[config.mk]
export PLATFORM = sky130hd
export DESIGN_NAME = aes_ks_ctrl_flat
export DESIGN_NICKNAME = d
export VERILOG_FILES = /design/src/rtl/aes_ks_ctrl_pkg.sv /design/src/rtl/aes_ks_ctrl_if.sv /design/src/rtl/aes_ks_ctrl_rr_arbiter.sv /design/src/rtl/aes_ks_ctrl.sv /design/src/flat_wrapper.sv
export SDC_FILE = /design/constraint.sdc
export NUM_CORES = 1
export LEC_CHECK = 0
export ABC_AREA = 1
export BUFFER_PORTS_ARGS = -buffer_cell sky130_fd_sc_hd__buf_2
export CORE_AREA = 2 2 311 313
export DETAILED_ROUTE_END_ITERATION = 16
export DIE_AREA = 0 0 313 315
export PLACE_DENSITY = 0.35
export SLEW_MARGIN = 20
export SYNTH_ARGS = -nofsm -noshare
export SYNTH_HDL_FRONTEND = slang
export SYNTH_SLANG_ARGS = --single-unit
export TNS_END_PERCENT = 50
[constraint.sdc]
create_clock -name clk -period 6 [get_ports clk]
set_input_delay 1.2 -clock clk [delete_from_list [all_inputs] [get_ports clk]]
set_output_delay 1.2 -clock clk [all_outputs]
set_load 0.02 [all_outputs]
[src/rtl/aes_ks_ctrl_pkg.sv]
// aes_ks_ctrl_pkg: key-size type, round-count helper and key-schedule controller states
//   key_size_e      : AES-128/192/256 selector shared with the key schedule
//   ks_ctrl_state_e : controller FSM states
//   KS_TIMEOUT_DEF  : default watchdog length in cycles
//   get_nr()        : number of cipher rounds for a key size
package aes_ks_ctrl_pkg;
    typedef enum logic [1:0] {KS_128, KS_192, KS_256} key_size_e;
    typedef enum logic [1:0] {KC_IDLE, KC_START, KC_WAIT, KC_READY} ks_ctrl_state_e;
    localparam int KS_TIMEOUT_DEF = 32;
    function automatic logic [3:0] get_nr(input key_size_e s);
        return s == KS_256 ? 4'd14 : s == KS_192 ? 4'd12 : 4'd10;
    endfunction
endpackage

[src/rtl/aes_ks_ctrl_if.sv]
// aes_ks_ctrl_if: key-load handshake and shared round-key read bus
//   key_valid_i/key_ready_o/key_size_i/key_i : key offer and acceptance
//   lock_i                                   : datapath busy, blocks key reload
//   req_i/req_idx_i/gnt_o                    : per-requester read request, index, grant
//   rk_valid_o/rk_data_o                     : one-hot data return and round key
interface aes_ks_ctrl_if #(parameter int NUM_REQ = 2);
    import aes_ks_ctrl_pkg::*;
    logic                 key_valid_i;
    logic                 key_ready_o;
    key_size_e            key_size_i;
    logic [255:0]         key_i;
    logic                 lock_i;
    logic [NUM_REQ-1:0]   req_i;
    logic [4*NUM_REQ-1:0] req_idx_i;
    logic [NUM_REQ-1:0]   gnt_o;
    logic [NUM_REQ-1:0]   rk_valid_o;
    logic [127:0]         rk_data_o;
    modport master (
        output key_valid_i, key_size_i, key_i, lock_i, req_i, req_idx_i,
        input  key_ready_o, gnt_o, rk_valid_o, rk_data_o
    );
    modport slave (
        input  key_valid_i, key_size_i, key_i, lock_i, req_i, req_idx_i,
        output key_ready_o, gnt_o, rk_valid_o, rk_data_o
    );
endinterface

[src/rtl/aes_ks_ctrl_rr_arbiter.sv]
// aes_rr_arbiter: combinational round-robin arbiter
//   req : request vector
//   ptr : highest-priority requester this cycle
//   gnt : one-hot grant (zero when no request)
//   win : index of the granted requester
module aes_rr_arbiter #(
    parameter  int N = 2,
    localparam int W = N > 1 ? $clog2(N) : 1
) (
    input  logic [N-1:0] req,
    input  logic [W-1:0] ptr,
    output logic [N-1:0] gnt,
    output logic [W-1:0] win
);
    // Scan from the lowest priority up so the last hit is the one nearest ptr.
    always_comb begin
        gnt = '0;
        win = '0;
        for (int k = N - 1; k >= 0; k--)
            if (1'(req >> ((int'(ptr) + k) % N))) begin
                gnt = N'(1) << ((int'(ptr) + k) % N);
                win = W'((int'(ptr) + k) % N);
            end
    end
endmodule

[src/rtl/aes_ks_ctrl.sv]
// aes_ks_ctrl: sequences the AES key schedule and shares its round-key read port
//   clk, rst_n            : clock, asynchronous active-low reset
//   bus (slave)           : key-load handshake and round-robin round-key read bus
//   ks_start_o            : one-cycle schedule start pulse
//   ks_key_size_o/ks_key_o: registered key and size presented to the schedule
//   ks_done_i             : schedule done level
//   ks_rk_idx_o           : round-key index to the schedule (winner's index)
//   ks_rk_data_i          : round key returned combinationally by the schedule
//   key_rdy_o, nr_o       : expanded keys valid, rounds for the loaded key
//   err_o                 : sticky watchdog timeout or out-of-range index
module aes_ks_ctrl import aes_ks_ctrl_pkg::*; #(
    parameter int NUM_REQ     = 2,
    parameter int TIMEOUT_CYC = KS_TIMEOUT_DEF
) (
    input  logic         clk,
    input  logic         rst_n,
    aes_ks_ctrl_if.slave bus,
    output logic         ks_start_o,
    output key_size_e    ks_key_size_o,
    output logic [255:0] ks_key_o,
    input  logic         ks_done_i,
    output logic [3:0]   ks_rk_idx_o,
    input  logic [127:0] ks_rk_data_i,
    output logic         key_rdy_o,
    output logic [3:0]   nr_o,
    output logic         err_o
);
    localparam int PW = NUM_REQ > 1 ? $clog2(NUM_REQ) : 1;
    localparam int CW = $clog2(TIMEOUT_CYC + 1);
    ks_ctrl_state_e     state;
    logic [CW-1:0]      cnt;
    logic [PW-1:0]      ptr, win;
    logic [NUM_REQ-1:0] arb_gnt;
    logic               accept, granted, timeout, bad_idx;
    aes_rr_arbiter #(.N(NUM_REQ)) u_arb (.req(bus.req_i), .ptr, .gnt(arb_gnt), .win);
    // Held low during reset so nothing upstream sees a ready before the FSM runs.
    assign bus.key_ready_o = rst_n && (state == KC_IDLE || (state == KC_READY && !bus.lock_i));
    assign accept          = bus.key_valid_i && bus.key_ready_o;
    assign bus.gnt_o       = state == KC_READY ? arb_gnt : '0;
    assign granted         = |bus.gnt_o;
    assign ks_rk_idx_o     = granted ? 4'(bus.req_idx_i >> (4 * int'(win))) : 4'd0;
    assign bad_idx         = granted && ks_rk_idx_o > nr_o;
    assign timeout         = state == KC_WAIT && !ks_done_i && cnt == CW'(TIMEOUT_CYC - 1);
    always_ff @(posedge clk or negedge rst_n) begin
        if (!rst_n) begin
            state          <= KC_IDLE;
            cnt            <= '0;
            ptr            <= '0;
            ks_start_o     <= 1'b0;
            ks_key_size_o  <= KS_128;
            ks_key_o       <= '0;
            key_rdy_o      <= 1'b0;
            nr_o           <= '0;
            err_o          <= 1'b0;
            bus.rk_valid_o <= '0;
            bus.rk_data_o  <= '0;
        end else begin
            bus.rk_valid_o <= bus.gnt_o;
            if (granted) begin
                ptr           <= win == PW'(NUM_REQ - 1) ? '0 : win + 1'b1;
                bus.rk_data_o <= bad_idx ? '0 : ks_rk_data_i;
            end
            // A grant in the accept cycle still reports against the old key.
            err_o <= timeout || bad_idx || (err_o && !accept);
            case (state)
                KC_IDLE, KC_READY:
                    if (accept) begin
                        ks_key_o      <= bus.key_i;
                        ks_key_size_o <= bus.key_size_i;
                        nr_o          <= get_nr(bus.key_size_i);
                        key_rdy_o     <= 1'b0;
                        ks_start_o    <= 1'b1;
                        state         <= KC_START;
                    end
                KC_START: begin
                    ks_start_o <= 1'b0;
                    cnt        <= '0;
                    state      <= KC_WAIT;
                end
                KC_WAIT:
                    if (ks_done_i) begin
                        key_rdy_o <= 1'b1;
                        state     <= KC_READY;
                    end else if (timeout)
                        state <= KC_IDLE;
                    else
                        cnt <= cnt + 1'b1;
                default: ;
            endcase
        end
    end
endmodule

[src/flat_wrapper.sv]
// flat-port wrapper written by rule: the top's interface ports become plain ports
module aes_ks_ctrl_flat import aes_ks_ctrl_pkg::*;
#(
    parameter int NUM_REQ     = 2,
    parameter int TIMEOUT_CYC = KS_TIMEOUT_DEF
)
  (clk, rst_n, ks_start_o, ks_key_size_o, ks_key_o, ks_done_i, ks_rk_idx_o, ks_rk_data_i, key_rdy_o, nr_o, err_o, bus_key_valid_i, bus_key_size_i, bus_key_i, bus_lock_i, bus_req_i, bus_req_idx_i, bus_key_ready_o, bus_gnt_o, bus_rk_valid_o, bus_rk_data_o);
  aes_ks_ctrl_if #(.NUM_REQ(NUM_REQ)) bus_i ();
  input  logic clk;
  input  logic rst_n;
  output logic ks_start_o;
  output key_size_e ks_key_size_o;
  output logic [255:0] ks_key_o;
  input  logic ks_done_i;
  output logic [3:0] ks_rk_idx_o;
  input  logic [127:0] ks_rk_data_i;
  output logic key_rdy_o;
  output logic [3:0] nr_o;
  output logic err_o;
  input wire logic [$bits(bus_i.key_valid_i)-1:0] bus_key_valid_i;
  input wire logic [$bits(bus_i.key_size_i)-1:0] bus_key_size_i;
  input wire logic [$bits(bus_i.key_i)-1:0] bus_key_i;
  input wire logic [$bits(bus_i.lock_i)-1:0] bus_lock_i;
  input wire logic [$bits(bus_i.req_i)-1:0] bus_req_i;
  input wire logic [$bits(bus_i.req_idx_i)-1:0] bus_req_idx_i;
  output wire logic [$bits(bus_i.key_ready_o)-1:0] bus_key_ready_o;
  output wire logic [$bits(bus_i.gnt_o)-1:0] bus_gnt_o;
  output wire logic [$bits(bus_i.rk_valid_o)-1:0] bus_rk_valid_o;
  output wire logic [$bits(bus_i.rk_data_o)-1:0] bus_rk_data_o;
  assign bus_i.key_valid_i = bus_key_valid_i;
  assign bus_i.key_size_i = bus_key_size_i;
  assign bus_i.key_i = bus_key_i;
  assign bus_i.lock_i = bus_lock_i;
  assign bus_i.req_i = bus_req_i;
  assign bus_i.req_idx_i = bus_req_idx_i;
  assign bus_key_ready_o = bus_i.key_ready_o;
  assign bus_gnt_o = bus_i.gnt_o;
  assign bus_rk_valid_o = bus_i.rk_valid_o;
  assign bus_rk_data_o = bus_i.rk_data_o;
  aes_ks_ctrl #(.NUM_REQ(NUM_REQ), .TIMEOUT_CYC(TIMEOUT_CYC)) u_core (.clk(clk), .rst_n(rst_n), .bus(bus_i), .ks_start_o(ks_start_o), .ks_key_size_o(ks_key_size_o), .ks_key_o(ks_key_o), .ks_done_i(ks_done_i), .ks_rk_idx_o(ks_rk_idx_o), .ks_rk_data_i(ks_rk_data_i), .key_rdy_o(key_rdy_o), .nr_o(nr_o), .err_o(err_o));
endmodule
# Word-level counts from Yosys, hierarchy flattened
# Cells that the tools add are included.
[word_totals] regBits=404 input_bits=401 out_inout_bits=402
[classes] addsub=3 order_cmp=1 eq_ne=11 shift=5 n_mux=22 n_bitwise=1 reduce_logical=24
[ops] operator="$mux W128" n=1
[ops] operator="$shl A1 B32 Y2 const A" n=1
[ops] operator="$shr A2 B32 Y1" n=1
[ops] operator="$mux W2" n=6
[ops] operator="$mux W6" n=2
[ops] operator="$pmux W6 S2" n=1
[ops] operator="$mux W4" n=2
[ops] operator="$shr A8 B3 Y4" n=1
[ops] operator="$logic_and A1 B1 Y1" n=7
[ops] operator="$add A6 B1 Y6 const B" n=1
[ops] operator="$eq A2 B2 Y1 const B" n=3
[ops] operator="$eq A6 B5 Y1 const B" n=1
[ops] operator="$mux W1" n=6
[ops] operator="$ne A2 B2 Y1 const B" n=3
[ops] operator="$pmux W2 S3" n=1
[ops] operator="$reduce_and A2 Y1" n=3
[ops] operator="$reduce_and A3 Y1" n=2
[ops] operator="$reduce_bool A2 Y1" n=3
[ops] operator="$eq A2 B1 Y1 const B" n=2
[ops] operator="$gt A4 B4 Y1" n=1
[ops] operator="$pmux W1 S2" n=2
[ops] operator="$reduce_or A2 Y1" n=2
[ops] operator="$logic_not A1 Y1" n=3
[ops] operator="$logic_or A1 B1 Y1" n=3
[ops] operator="other kinds (8)" n=9

# Logic depth before layout (Yosys ltp)
[logic_depth] word_depth=12 depth_mapped=17 mapped_depth_nobuf=15

# Modules after synthesis
# From an unflattened synthesis, not the netlist that was laid out.
[hier_totals] cells_unflattened=2053 hier_area_um2=16686.0
[by_module_without_submodules] module="aes_ks_ctrl" instances=1 cells_each=2048 area_each_um2=16651.0 seq_area_each_um2=10084.7
[by_module_without_submodules] module="aes_rr_arbiter" instances=1 cells_each=5 area_each_um2=35.0 seq_area_each_um2=0.0

# Worst setup path after synthesis
# OpenSTA, ideal clock, no wires.
[synth_timing] path_type="input to output" start="in bus_req_i[1]" end="out ks_rk_idx_o[1]" t_arrival_ps=1777 t_required_ps=4800 path_slack_ps=3023 stages=5 path_buffers=0 cell_sequence="nand2_1 > nand3_1 > nand2_4 > nand2_1 > inv_1"
[synth_between] elab_chain_len=6
[synth_lines] item="from (decl)" line="flat_wrapper.sv:24" source="input wire logic [$bits(bus_i.req_i)-1:0] bus_req_i;"
[synth_lines] item="parallel branches: the longest is 5 deep, another holds $shr A2 B32 Y1"
[synth_lines] item="$mux W4 *" line="aes_ks_ctrl.sv:41" source="assign ks_rk_idx_o = granted ? 4'(bus.req_idx_i >> (4 * int'(win))) : 4'd0;"
[synth_lines] item="to (decl)" line="flat_wrapper.sv:15" source="output logic [3:0] ks_rk_idx_o;"
# Mark *: on every way between the ends.

# Worst setup path in the final report
[layout_timing] start="in bus_req_i[1]" end="reg u_core.bus.rk_data_o[57]"
[layout_between] elab_chain_len=9
[layout_lines] item="parallel branches: the longest is 9 deep, another holds $gt A4 B4 Y1"
[layout_lines] item="to (signal assigned)" line="aes_ks_ctrl.sv:61" source="bus.rk_data_o <= bad_idx ? '0 : ks_rk_data_i;"
[layout_lines] item="to (decl)" line="aes_ks_ctrl_if.sv:24" source="output key_ready_o, gnt_o, rk_valid_o, rk_data_o"
# Several ways; the timed one is not identified.
# A chain may end at the register's enable or synchronous reset.

==> impl_metrics.py <==
metrics = {
    "clock_tree": {
        "cts_made_buffers": 52,
        "worstSkewPairLatency_ns": 0.61,
        "ctsHoldBuffers": 0,
        "clk_pin_slew_ns": 0.06,
        "ctsResizeCount": 0,
        "cts_num_sinks": 403,
        "tritoncts": "yes",
        "root_buffer": "clkbuf_16",
        "clock_path_buffers": 3,
        "h-tree-depth": 2,
        "post-cts-setup-buffers": 0,
    },
    "worst_setup_path": {
        "crit_type": "input port to flop",
        "crit_path_frequent_cell": "nand2_1",
        "critPathArrivalTime_ns": 4.06,
        "reg2reg_to": "u_core.bus.rk_data_o[57]",
        "cp-end-kind": "flop",
        "cp_slowest_stage_delay_ns": 0.78,
        "r2r_slack_ns": 2.49,
        "startpoint_type": "input port",
        "worstRegToRegCells": 12,
        "worst-path-max-fanout": 75,
        "rr_startpoint": "u_core.state[1]",
        "cpMaxStageDelayCell": "nand3_4",
        "critical_path_required_ns": 6.49,
        "cp_cell_sequence": "buf_2, nand2_1, nand2_2, nand2_2, nand2_4, nand2_1, inv_1, ha_1, nand2_1, o21ai_0, nand3_4, buf_4, nand2_1, nand2_1",
    },
    "hold_path": {
        "holdPathStages": 2,
        "hold_path.startpoint": "u_core.bus.rk_data_o[3]",
        "hold_class": "flop to flop",
        "worstHoldEndpoint": "u_core.bus.rk_data_o[3]",
    },
    "layout": {
        "multi_input_area_um2": 5000,
        "final_util": 0.252,
        "drive_gt1_frac": 0.336,
        "final_common_cell": "buf_2",
        "syn_to_final_growth_pct": 37.9,
        "final_nets": 3235,
        "regArea_um2": 10100,
        "final_cell_mix": "buf_2 (800), nand2_1 (694), inv_1 (409), dfrtp_1 (403), o21ai_1 (163)",
        "num-fill-cells": 10800,
    },
    "floorplan": {
        "die_h_um": 315,
        "rows": 114,
        "ios": 803,
        "die_x_um": 313,
        "start_util": 0.183,
        "core_um2": 95700,
        "dieArea_um2": 98600,
    },
    "sta": {
        "rsz0062_at_grt": "no",
        "hold_viol": 0,
        "period_needed_ns": 3.57,
        "final.setup.tns_ns": 0,
        "fmax_mhz": 280,
        "holdWs_ns": 0.469,
        "finalSetupViolCount": 0,
        "worst_slew_pin_slew_ns": 0.978,
        "skew_ns": 0.0171,
        "slew_headroom": 0.348,
        "slew_violations": 0,
        "min_period_over_period": 0.595,
    },
    "yosys": {
        "avgSynthCellArea_um2": 8.53,
        "syn-cell-area_um2": 17500,
        "synthMuxAreaShare": 0,
        "postSynthCellCount": 2051,
        "synthSimpleGateAreaFrac": 0.186,
        "yosys_warnings": 0,
        "synth-compound-area-share": 0.0923,
        "synth_fa_ha_area_frac": 0.00644,
        "synth.net_count": 2461,
        "ys_ff_latch": 403,
        "yosys.area_share.xor_xnor": 0.000501,
        "synth_top_family_by_area": "simple AND/OR/NAND/NOR gates",
        "ys_seq_area_frac": 0.577,
        "synth_cell_types": 24,
    },
    "detailed_routing": {
        "ant_nets": 0,
        "drt-pass1-iter-count": 4,
        "drc": 0,
        "wirelength_um": 64300,
        "vias_per_cell": 3.59,
        "drt_iter0_drc": 720,
        "wl_per_cell_um": 15.5,
        "via_count": 14900,
    },
    "power": {
        "comb_power_share": 0.410,
        "total_leakage_power_nw": 14.3,
        "p_sw_frac": 0.423,
        "power.share.sequential": 0.351,
        "internal_power_w": 0.00744,
        "p_sw_w": 0.00545,
        "ir_worst_vdd_mv": 0.208,
        "power_density_nw_per_um2": 534,
        "clockPowerShare": 0.239,
    },
    "global_route": {
        "overflow": 0,
        "grt_usage": 0.126,
        "grt_pass1_wl_um": 95100,
        "antenna_found_initial": 8,
        "grt_pass1_vias": 14800,
        "grt_max_degree": 172,
    },
    "place": {
        "post-dp-hpwl_um": 48200,
        "gp_routability_congestion": 0.815,
        "portBuffers": 801,
    },
    "job": {
        "max_cap_viol_count": 0,
    },
    "outcome": {
        "status": "finished, final reports clean",
    },
}
## cell usage after synthesis (all sizes together)
library cell,count,share of area
buf,95,0.049
a21oi,7,0.0022
conb,1,0.00021
xor2,1,0.00050
o21ai,266,0.089
a21boi,1,0.0011
ha,9,0.0064
nand2,698,0.15
inv,410,0.088
clkbuf,5,0.0011
nor2,140,0.030
nand3b,1,0.00043
dfrtp,403,0.58
nand3,14,0.0050
## final cells by class
cell class                 count  area share
tap                         1276      0.0662
multi-input combinational   1138       0.207
sequential                   403       0.418
antenna                        5    0.000519
timing repair buffer         820       0.176
clock buffer                  86      0.0659
inverter                     410      0.0641
clock inverter                 5     0.00228
## critical path, delay by kind of cell
family	cells	cell delay, ns
AND/OR/NAND/NOR	9	1.51
AO/OA/AOI/OAI	1	0.30
adder cells (fa/ha/maj)	1	0.29
buffers and inverters	3	0.73
## routing by layer
layer	track usage	wire length, µm	vias up
met3	0.0368	4060	81
met1	0.144	25100	6761
met4	0.0419	1680	6
met5	0	44	-
li1	-	-	7602
met2	0.226	33400	421
## power by group through the flow
| stage | Clock, W | Sequential [W] | Combinational [W] |
|---|---|---|---|
| finish | 0.00308 | 0.00452 | 0.00528 |
| global route | 0.00333 | 0.00469 | 0.00583 |
| CTS | 0.00322 | 0.00454 | 0.00542 |
| detailed placement | 0 | 0.00456 | 0.00542 |
| global placement | 0 | 0.00457 | 0.00544 |
| floorplan | 0 | 0.00601 | 0.00188 |
## through the flow
step | cell area (µm²) | power (W) | setup slack (ns) | instances
final | 24100 | 0.0129 | 2.43 | 4143
after global routing | 24100 | 0.0139 | 2.12 | 4142
after CTS | 24100 | 0.0132 | 2.38 | 4138
after detailed placement | 22500 | 0.00998 | 1.75 | 4047
after global placement | 22500 | 0.0100 | 1.72 | 4047
after floorplan | 17500 | 0.00790 | 3.02 | 2051
## logic make-up (layout without fill, tap and decap cells)
| group | Yosys count | in the layout |
|---|---|---|
| flops | 403 | 403 |
| buf+inv | 510 | 1321 |
| fa+ha+maj | 9 | 9 |
| compound gates | 274 | 274 |
| xor+xnor | 1 | 1 |
| other cells | 1 | 6 |
| simple gates | 853 | 853 |
## flip-flops by register name, indices dropped and copies added (netlist names)
| signal | count |
|---|---|
| u_core.ptr | 1 |
| u_core.cnt | 6 |
| u_core.nr_o | 3 |
| u_core.state | 2 |
| u_core.ks_key_size_o | 2 |
| u_core.ks_start_o | 1 |
| u_core.key_rdy_o | 1 |
| u_core.bus.rk_data_o | 128 |
| u_core.bus.rk_valid_o | 2 |
| u_core.ks_key_o | 256 |
| u_core.err_o | 1 |
## how the worst max path moves through the flow
stage                               start                        to  slack [ns]  cells after the start
after CTS                 u_core.state[1]  u_core.bus.rk_data_o[57]        2.38                     12
after detailed placement     bus_req_i[1]  u_core.bus.rk_data_o[51]        1.75                     14
final                        bus_req_i[1]  u_core.bus.rk_data_o[57]        2.43                     14
after floorplan              bus_req_i[1]            ks_rk_idx_o[1]        3.02                      5
after global routing      u_core.state[0]  u_core.bus.rk_data_o[44]        2.12                     12
after global placement       bus_req_i[1]  u_core.bus.rk_data_o[46]        1.72                     14
Note: power is estimated with default switching activity, not from simulation.
